===== config.mk =====
export PLATFORM = sky130hd
export DESIGN_NAME = id_hazard_scoreboard
export DESIGN_NICKNAME = d
export VERILOG_FILES = /design/src/rtl/id_hazard_scoreboard.sv
export SDC_FILE = /design/constraint.sdc
export NUM_CORES = 1
export LEC_CHECK = 0
export BUFFER_PORTS_ARGS = -buffer_cell sky130_fd_sc_hd__buf_2
export CAP_MARGIN = 20
export CORE_MARGIN = 1
export CORE_UTILIZATION = 41
export DETAILED_ROUTE_END_ITERATION = 8
export PLACE_DENSITY = 0.68
export SYNTH_ARGS = -nofsm -noshare
export SYNTH_HDL_FRONTEND = slang
export SYNTH_SLANG_ARGS = --single-unit

===== constraint.sdc =====
create_clock -name clk -period 2.23 [get_ports clk]
set_clock_uncertainty 0.2 [all_clocks]
set_input_delay 0.223 -clock clk [delete_from_list [all_inputs] [get_ports clk]]
set_output_delay 0.223 -clock clk [all_outputs]
set_load 0.02 [all_outputs]

===== src/rtl/id_hazard_scoreboard.sv =====
// Shadow scoreboard of the EXE/MEM/WB destinations: drives the ID-stage ready_go,
// the per-operand bypass selects, the stall performance counters and a sticky protocol error.
module id_hazard_scoreboard #(
    parameter int CNT_W = 32
) (
    input  logic             clk,
    input  logic             reset,
    input  logic             id_valid_i,
    input  logic [4:0]       id_rs_i,
    input  logic [4:0]       id_rt_i,
    input  logic             id_rs_en_i,
    input  logic             id_rt_en_i,
    input  logic             id_wen_i,
    input  logic [4:0]       id_waddr_i,
    input  logic             id_is_load_i,
    input  logic             id_fire_i,
    input  logic             exe_fire_i,
    input  logic             mem_fire_i,
    input  logic             wb_fire_i,
    output logic             ready_go_o,
    output logic [1:0]       sel_rs_o,
    output logic [1:0]       sel_rt_o,
    output logic [CNT_W-1:0] stall_cycles_o,
    output logic [CNT_W-1:0] stall_events_o,
    output logic             proto_err_o
);

    typedef struct packed {
        logic       v;
        logic       wen;
        logic [4:0] waddr;
        logic       is_load;
    } entry_t;

    entry_t exe_q, exe_d, mem_q, mem_d, wb_q, wb_d;
    logic [CNT_W-1:0] stall_cycles_q, stall_cycles_d;
    logic [CNT_W-1:0] stall_events_q, stall_events_d;
    logic             prev_stall_q, prev_stall_d;
    logic             proto_err_q, proto_err_d;
    logic             rs_load_haz, rt_load_haz, stall_now;

    function automatic logic hit(input entry_t e, input logic [4:0] r, input logic en);
        return e.v & e.wen & (e.waddr == r) & (r != 5'd0) & en;
    endfunction

    function automatic logic [1:0] pick(input logic [4:0] r, input logic en,
                                        input entry_t e, input entry_t m, input entry_t w);
        logic [1:0] sel;
        sel = 2'b00;
        if (hit(e, r, en))      sel = 2'b01;
        else if (hit(m, r, en)) sel = 2'b10;
        else if (hit(w, r, en)) sel = 2'b11;
        return sel;
    endfunction

    // Only a load sitting in EXE blocks issue; younger-stage loads already have data to forward.
    always_comb begin
        sel_rs_o    = pick(id_rs_i, id_rs_en_i, exe_q, mem_q, wb_q);
        sel_rt_o    = pick(id_rt_i, id_rt_en_i, exe_q, mem_q, wb_q);
        rs_load_haz = hit(exe_q, id_rs_i, id_rs_en_i) & exe_q.is_load;
        rt_load_haz = hit(exe_q, id_rt_i, id_rt_en_i) & exe_q.is_load;
        ready_go_o  = ~(rs_load_haz | rt_load_haz);
        stall_now   = id_valid_i & ~ready_go_o;
    end

    // Each entry reads only the older-cycle value of its upstream neighbour, so simultaneous fires shift cleanly.
    always_comb begin
        exe_d = exe_q;
        mem_d = mem_q;
        wb_d  = wb_q;
        if (id_fire_i)       exe_d = '{v: 1'b1, wen: id_wen_i, waddr: id_waddr_i, is_load: id_is_load_i};
        else if (exe_fire_i) exe_d.v = 1'b0;
        if (exe_fire_i)      mem_d = exe_q;
        else if (mem_fire_i) mem_d.v = 1'b0;
        if (mem_fire_i)      wb_d = mem_q;
        else if (wb_fire_i)  wb_d.v = 1'b0;
    end

    always_comb begin
        stall_cycles_d = stall_cycles_q;
        stall_events_d = stall_events_q;
        if (stall_now && stall_cycles_q != {CNT_W{1'b1}})
            stall_cycles_d = stall_cycles_q + CNT_W'(1);
        if (stall_now && !prev_stall_q && stall_events_q != {CNT_W{1'b1}})
            stall_events_d = stall_events_q + CNT_W'(1);
        prev_stall_d = stall_now;
        proto_err_d  = proto_err_q | (id_fire_i & ~ready_go_o);
    end

    always_ff @(posedge clk) begin
        if (reset) begin
            exe_q          <= '0;
            mem_q          <= '0;
            wb_q           <= '0;
            stall_cycles_q <= '0;
            stall_events_q <= '0;
            prev_stall_q   <= 1'b0;
            proto_err_q    <= 1'b0;
        end else begin
            exe_q          <= exe_d;
            mem_q          <= mem_d;
            wb_q           <= wb_d;
            stall_cycles_q <= stall_cycles_d;
            stall_events_q <= stall_events_d;
            prev_stall_q   <= prev_stall_d;
            proto_err_q    <= proto_err_d;
        end
    end

    assign stall_cycles_o = stall_cycles_q;
    assign stall_events_o = stall_events_q;
    assign proto_err_o    = proto_err_q;

endmodule


==> metrics.md, run 1 <==
| Metric | Value |
|---|---|
| Max frequency | 0.417 GHz |
| Startpoint Class | flop |
| Setup TNS | -4.81 ns |
| Detail Route Antenna Nets | 0 |
| DR vias/cell | 5.80 |
| Reg2reg path depth | 8 |
| Crit path kind | flop to output port |
| Arr. time, crit path | 1.97 ns |
| Top FF cell, synth | dfxtp_1 |
| Vias in the first global route | 5047 |
| Gr usage total | 0.238 |
| Max Slew Vio Count | 0 |
| Synth Register Bits | 88 |
| Peak VDD IR | 0.000266 V |
| Reg2Reg Setup Slack | -0.16 ns |
| Wire length per cell | 16.9 microns |
| Fraction of layout cells with a size suffix above 1 | 0.501 |
| Cell area after synthesis | 4900 sq um |
| Skew-Pair Late Insertion Delay | 0.35 ns |
| Fin worst setup slack | -0.166 ns |
| Area delta synth->final | 55.7% |
| Setup violations, final | 56 |
| Area share of the largest cell type after synthesis | 0.359 |
| CP max FO | 3 |
| Worst EP required | 1.81 ns |
| Clk pin slew, worst setup/hold paths | 0.06 ns |
| Slew headroom | 0.440 |
| Reg-to-Reg Start | exe_q[2] |
| Crit path time final | 2.40 ns |
| Port bufs | 95 |
| IO Pins | 96 |
| Synth warn | 0 |
| Final core utilization | 0.663 |
| Sequential cell area fraction in the yosys report | 0.359 |
| Diode count | 0 |
| CTS tree | built |
| Pwr Density | 440 nW/um^2 |
| CTS buffer count | 9 |
| First-pass GRT wire length | 23900 microns |
| Final Hold Vio Count | 0 |
| Status | finished with violations |
| Core Rows | 39 |
| Initial antenna violation count | 0 |
| Yosys top cell by area | dfxtp_1 |
| Largest cells by area after synthesis | dfxtp_1 (36%), or4_1 (6.1%), xnor2_1 (5.5%) |
| Via count | 5439 |
| Min-delay worst type | input port to flop |
| Post-synth EDFFs | 0 |
| Worst setup EP type | output port |
| Post-Syn Nets | 615 |
| Final WL | 15800 microns |
| Largest net degree at the start of global routing | 39 |
| RSZ-0062 raised after global routing | yes |
| TritonCTS Sinks | 88 |
| Root buffer cell | clkbuf_16 |
| Asr flop ratio synth | 0 |
| Synth unique cells | 48 |
| Max_cap viols | 0 |
| Die X-Extent | 111 microns |
| 1st-iter DRT viols | 353 |
| H-tree depth | 3 |
| Core area | 11500 sq um |
| Slew @ Worst Pin | 0.839 ns |
| Router iterations before antenna repair | 7 |
| Most numerous cell in the Yosys netlist | dfxtp_1 |
| Nets@finish | 817 |
| Hold path endpoint | mem_q[7] |
| Most instantiated cells after synthesis | dfxtp_1 (88), nor2_1 (54), a21oi_1 (46), or4_1 (40), xnor2_1 (31) |
| Hold Crit Depth | 2 |
| Hold Crit Start | reset |
| DP Wirelength | 10200 microns |
| Cells after Synth | 587 |
| FF-to-FF End | stall_events_o[21] |
| DRC | 8 |
| Failing checks | DRC, setup timing |
| GRT overflow | 0 |
| Die height | 111 microns |
| Syn avg cell area | 8.36 sq um |
| RePlAce Congestion | 0.949 |
| Initial core utilization | 0.426 |
| Total die area | 12400 sq um |
| Final Cycle Share | 1.07 |
| Clock Path Buffers | 2 |
| Leak | 3.04 nW |
-- where the power goes --
group | internal (mW) | leakage (nW) | total [mW] | switching, mW
clock | 0.817 | 0.134 | 1.45 | 0.635
combinational | 0.159 | 2.17 | 0.306 | 0.147
sequential | 1.57 | 0.740 | 1.60 | 0.0250
-- worst max path at each step --
stage | end | start | cells after the start | slack [ns]
3_5_place_dp | stall_events_o[28] | exe_q[4] | 7 | -0.31
3_3_place_gp | stall_events_o[28] | exe_q[4] | 7 | -0.23
2_1_floorplan | stall_events_o[25] | stall_events_o[17] | 6 | -0.02
5_1_grt | stall_events_o[25] | exe_q[2] | 8 | -0.24
4_1_cts | ready_go_o | exe_q[4] | 7 | -0.11
6_report | ready_go_o | exe_q[1] | 7 | -0.17
-- worst max-delay path, cell delays in order, from the launching register on --
cell	delay, ns
dfxtp_4	0.37
xnor2_2	0.17
nand2_2	0.13
buf_6	0.15
or4_4	0.53
nand2_4	0.09
nand2_2	0.06
buf_6	0.13
-- area by class of cell --
cell class	instances	area, sq um
Fill cell	889	3880
Multi-Input combinational cell	453	3620
Sequential cell	88	1860
Timing Repair Buffer	230	1680
Clock buffer	15	268
Tap cell	143	179
Inverter	7	26.3
Clock inverter	1	5.00
-- logic make-up after synthesis --
family | Yosys count | share of synthesized area
compound gates | 108 | 0.132
xor+xnor | 31 | 0.0554
fa+ha+maj | 2 | 0.00510
buf+inv | 46 | 0.0411
flops | 88 | 0.359
mux | 35 | 0.0755
simple gates | 277 | 0.332
-- per-stage QoR --
stage | power (mW) | cell area (sq um) | hold WS, ns | instances | worst slack, ns
2_1_floorplan | 1.75 | 5030 | 0.171 | 587 | -0.0171
3_3_place_gp | 1.85 | 6420 | 0.255 | 901 | -0.232
3_5_place_dp | 1.86 | 6420 | 0.270 | 901 | -0.314
4_1_cts | 3.32 | 7010 | 0.0151 | 927 | -0.108
5_1_grt | 3.46 | 7630 | 0.0328 | 937 | -0.236
6_report | 3.36 | 7630 | 0.0248 | 937 | -0.166
-- per-layer routing --
metal | up-vias | track usage | wire length (microns)
met3 | 33 | 0.0528 | 689
met2 | 148 | 0.405 | 8050
li1 | 2614 | - | -
met5 | - | 0 | 0
met1 | 2644 | 0.293 | 6730
met4 | 0 | 0.0901 | 359
-- sequential cells by signal (all words and copies together) (netlist names) --
name and flops:
exe_q 8, mem_q 7, prev_stall_q 1, proto_err_o 1
stall_cycles_o 32, stall_events_o 32, wb_q 7
-- timing repair --
item | 4_1_cts | 5_1_grt
setup buffers | 1 | 7
hold buffers | 8 | 0
endpoints found under the setup margin | 66 | 68
pin swaps | 20 | 36
gates resized for setup | 48 | 109
endpoints found under the hold margin | 8 | 0
cloned | 1 | 3
-- cells in the final DEF (no fill, tap or decap), drive strengths merged, types with 21 or more instances in the layout --
cell type and count:
xnor2 31, buf 220, nand4 24, o31ai 23
o21ai 23, nor2 54, or4 40, a21oi 46
nand3 24, nor4 21, nand2 29, dfxtp 88
or3 21
Power figures use the tool's default switching activity.
==> run 2, diff against run 1 <==
--- a/config.mk
+++ b/config.mk
@@ -9,8 +9,10 @@
 export CAP_MARGIN = 20
 export CORE_MARGIN = 1
 export CORE_UTILIZATION = 41
+export CTS_CLUSTER_SIZE = 24
 export DETAILED_ROUTE_END_ITERATION = 8
-export PLACE_DENSITY = 0.68
+export GPL_ROUTABILITY_DRIVEN = 1
+export PLACE_DENSITY = 0.65
 export SYNTH_ARGS = -nofsm -noshare
 export SYNTH_HDL_FRONTEND = slang
 export SYNTH_SLANG_ARGS = --single-unit
==> constraint.sdc (replaced) <==
create_clock -name clk -period 2.3 [get_ports clk]
set_clock_uncertainty 0.2 [all_clocks]
set_input_delay 0.23 -clock clk [delete_from_list [all_inputs] [get_ports clk]]
set_output_delay 0.23 -clock clk [all_outputs]
set_load 0.02 [all_outputs]
==> run 2 against run 1 <==
  * The run still ends with DRC, setup timing left
  * Combinational power barely moved
  * Via count is 2.2% lower
  * Clock power up 14%
  * Die area did not move
  * Routed wire length is 2.8% lower
  * First-iteration DRC count is 7.6% lower
  * Global-route usage decreased by 0.15 points
  * Count of clock-buffer cells in the layout fell by 5
  * Core utilization down 1.2 points
  * Sequential cell count unchanged
  * Critical path type unchanged
  * Critical endpoint unchanged
==> metrics.md, run 2 (synthesis results as in run 1) <==
| Metric | Value |
|---|---|
| Clock Path Buffers | 2 (unchanged) |
| Arr. time, crit path | 1.97 ns (about the same) |
| Clk pin slew, worst setup/hold paths | 0.06 ns (about the same) |
| Core area | 11500 sq um (unchanged) |
| Hold Crit Start | wb_fire_i |
| Max Slew Vio Count | 0 (unchanged) |
| Worst setup EP type | output port |
| CP max FO | 3 (unchanged) |
| Reg-to-Reg Start | exe_q[1] |
| Reg2reg path depth | 8 (unchanged) |
| Final Hold Vio Count | 0 (unchanged) |
| Peak VDD IR | 0.000325 V (+22%) |
| Initial core utilization | 0.426 (unchanged) |
| Pwr Density | 468 nW/um^2 (+6.5%) |
| 1st-iter DRT viols | 326 (-7.6%) |
| Top Family by Delay on Critical Path | simple AND/OR/NAND/NOR gates |
| CTS buffer count | 9 (unchanged) |
| Initial antenna violation count | 0 (unchanged) |
| Die X-Extent | 111 microns (unchanged) |
| Total die area | 12400 sq um (unchanged) |
| Status | finished with violations |
| Worst EP required | 1.87 ns (+0.06 ns) |
| Nets@finish | 815 (-0.24%) |
| Final WL | 15400 microns (-2.8%) |
| Port bufs | 95 (unchanged) |
| Slew headroom | 0.413 (-0.0268) |
| CTS tree | built |
| Most frequent cells in the layout | buf_4 (112), buf_2 (92), dfxtp_1 (60) |
| Leak | 3.00 nW (-1.4%) |
| Crit path cell chain | xnor2_2 -> nand2_2 -> buf_6 -> or4_4 -> nand2_4 -> nand2_2 -> buf_6 |
| Commonest non-fill, non-tap cell in the layout | buf_4 |
| Die height | 111 microns (unchanged) |
| Startpoint Class | flop |
| Post-Place Cells | 898 (-0.33%) |
| DP Wirelength | 10100 microns (-0.75%) |
| Crit-path max cell delay | 0.56 ns (+0.03 ns) |
| Reg2Reg Setup Slack | -0.09 ns (+0.07 ns) |
| Skew-Pair Late Insertion Delay | 0.35 ns (about the same) |
| Core Rows | 39 (unchanged) |
| Buf/Inv on CP | 2 (unchanged) |
| GRT overflow | 0 (unchanged) |
| H-tree depth | 3 (unchanged) |
| Diode count | 0 (unchanged) |
| Slowest cell on crit path | or4_4 |
| IO Pins | 96 (unchanged) |
| Fraction of layout cells with a size suffix above 1 | 0.466 (-0.0354) |
| Uppermost layer routed | met4 |
| Hold path endpoint | wb_q[7] |
| Metal-1 WL | 6710 microns (-0.34%) |
| Max frequency | 0.417 GHz |
| Min-delay worst type | input port to flop |
| RePlAce Congestion | 0.917 (-3.4%) |
| Met3 WL | 597 microns (-13%) |
| Setup violations, final | 27 (-52%) |
| First-pass GRT wire length | 24000 microns (+0.32%) |
| FF-to-FF End | stall_cycles_o[18] |
| Max_cap viols | 0 (unchanged) |
| Area delta synth->final | 52.9% |
| Gr usage total | 0.236 (-0.00152) |
| Router iterations before antenna repair | 7 (unchanged) |
| Final Cycle Share | 1.04 |
| Final Instance Count excl. Fillers | 933 (-0.43%) |
| Vias in the first global route | 5098 (+1.0%) |
| Cell area after layout | 7500 sq um (-1.8%) |
| Met2 WL | 7750 microns (-3.7%) |
| DR vias/cell | 5.70 (-1.8%) |
| Crit path kind | flop to output port |
| DRC | 14 (+6) |
| Largest net degree at the start of global routing | 52 (+33%) |
| Wire length per cell | 16.5 microns (-2.4%) |
| Slew @ Worst Pin | 0.879 ns (+0.0402 ns) |
| Post-DP Area | 6340 sq um (-1.2%) |
| Via count | 5321 (-2.2%) |
| RSZ-0062 raised after global routing | yes |
| Hold Crit Depth | 4 (+2) |
| TritonCTS Sinks | 88 (unchanged) |
| Fin worst setup slack | -0.0990 ns (+0.0667 ns) |
| Failing checks | DRC, setup timing |
| Crit path time final | 2.40 ns |
| Detail Route Antenna Nets | 0 (unchanged) |
| Root buffer cell | clkbuf_16 |
-- run 2: cell types whose count changed in the layout (fill, tap and decap cells not counted), moves of 4 or more --
cell / before / now
mux2_2: 7 / 12
nor4_1: 2 / 7
or4_1: 20 / 27
buf_6: 12 / 7
or4_4: 20 / 13
dfxtp_4: 16 / 5
dfxtp_1: 39 / 60
dfxtp_2: 33 / 23
mux2_4: 9 / 4
buf_12: 4 / 8
-- run 2: final cells by class --
class                   instances  area, sq um
clock inverters                 4         95.1
clock buffers                  10          229
repair buffers                228         1660
fillers                       906         4020
multi-input cells             453         3500
inverters                       7         26.3
flip-flops and latches         88         1810
well taps                     143          179
-- run 2: report_power, final --
| part | switching [mW] | internal (mW) | leakage (nW) |
|---|---|---|---|
| clock | 0.599 | 1.05 | 0.158 |
| combinational | 0.151 | 0.154 | 2.12 |
| sequential | 0.0237 | 1.54 | 0.726 |
| total | 0.774 | 2.74 | 3.00 |
-- run 2: worst max path at each step --
stage	slack [ns]	endpoint	start	cells after the start
after global placement	-0.17	stall_cycles_o[3]	exe_q[3]	7
after floorplan	-0.03	stall_events_o[25]	stall_events_o[20]	6
after global routing	-0.15	stall_cycles_o[22]	exe_q[1]	8
after detailed placement	-0.23	stall_cycles_o[10]	exe_q[3]	8
final	-0.1	ready_go_o	exe_q[1]	7
after CTS	-0.03	stall_cycles_o[10]	exe_q[5]	9
-- run 2: stage by stage --
step	setup TNS (ns)	util	hold slack (ns)	worst slack (ns)	power [mW]
2_1_floorplan	-0.0301	-	0.178	-0.0301	1.70
3_3_place_gp	-4.24	0.551	0.255	-0.173	1.81
3_5_place_dp	-6.45	0.551	0.271	-0.226	1.81
4_1_cts	-0.347	0.607	0.00778	-0.0343	3.49
5_1_grt	-4.08	0.651	0.0497	-0.146	3.62
6_report	-1.08	0.651	0.0312	-0.0990	3.51
-- run 2: layer usage --
metal	track usage	vias to the layer above
met1	0.292	2548
met3	0.0403	25
met5	0	-
met4	0.105	0
li1	-	2613
met2	0.403	135
-- run 2: worst min-delay path, stage by stage --
cell	delay, ns
buf_2	0.10
nor3b_1	0.05
a21oi_1	0.11
nor2_1	0.04
-- run 2: timing repair --
action                                  CTS  global route
pin swaps                                16            29
gates cloned                              1             0
endpoints found under the setup margin   59            63
gates resized for setup                  41            91
hold endpoints to repair                  7             0
setup buffers                             7             9
hold buffers                              7             0
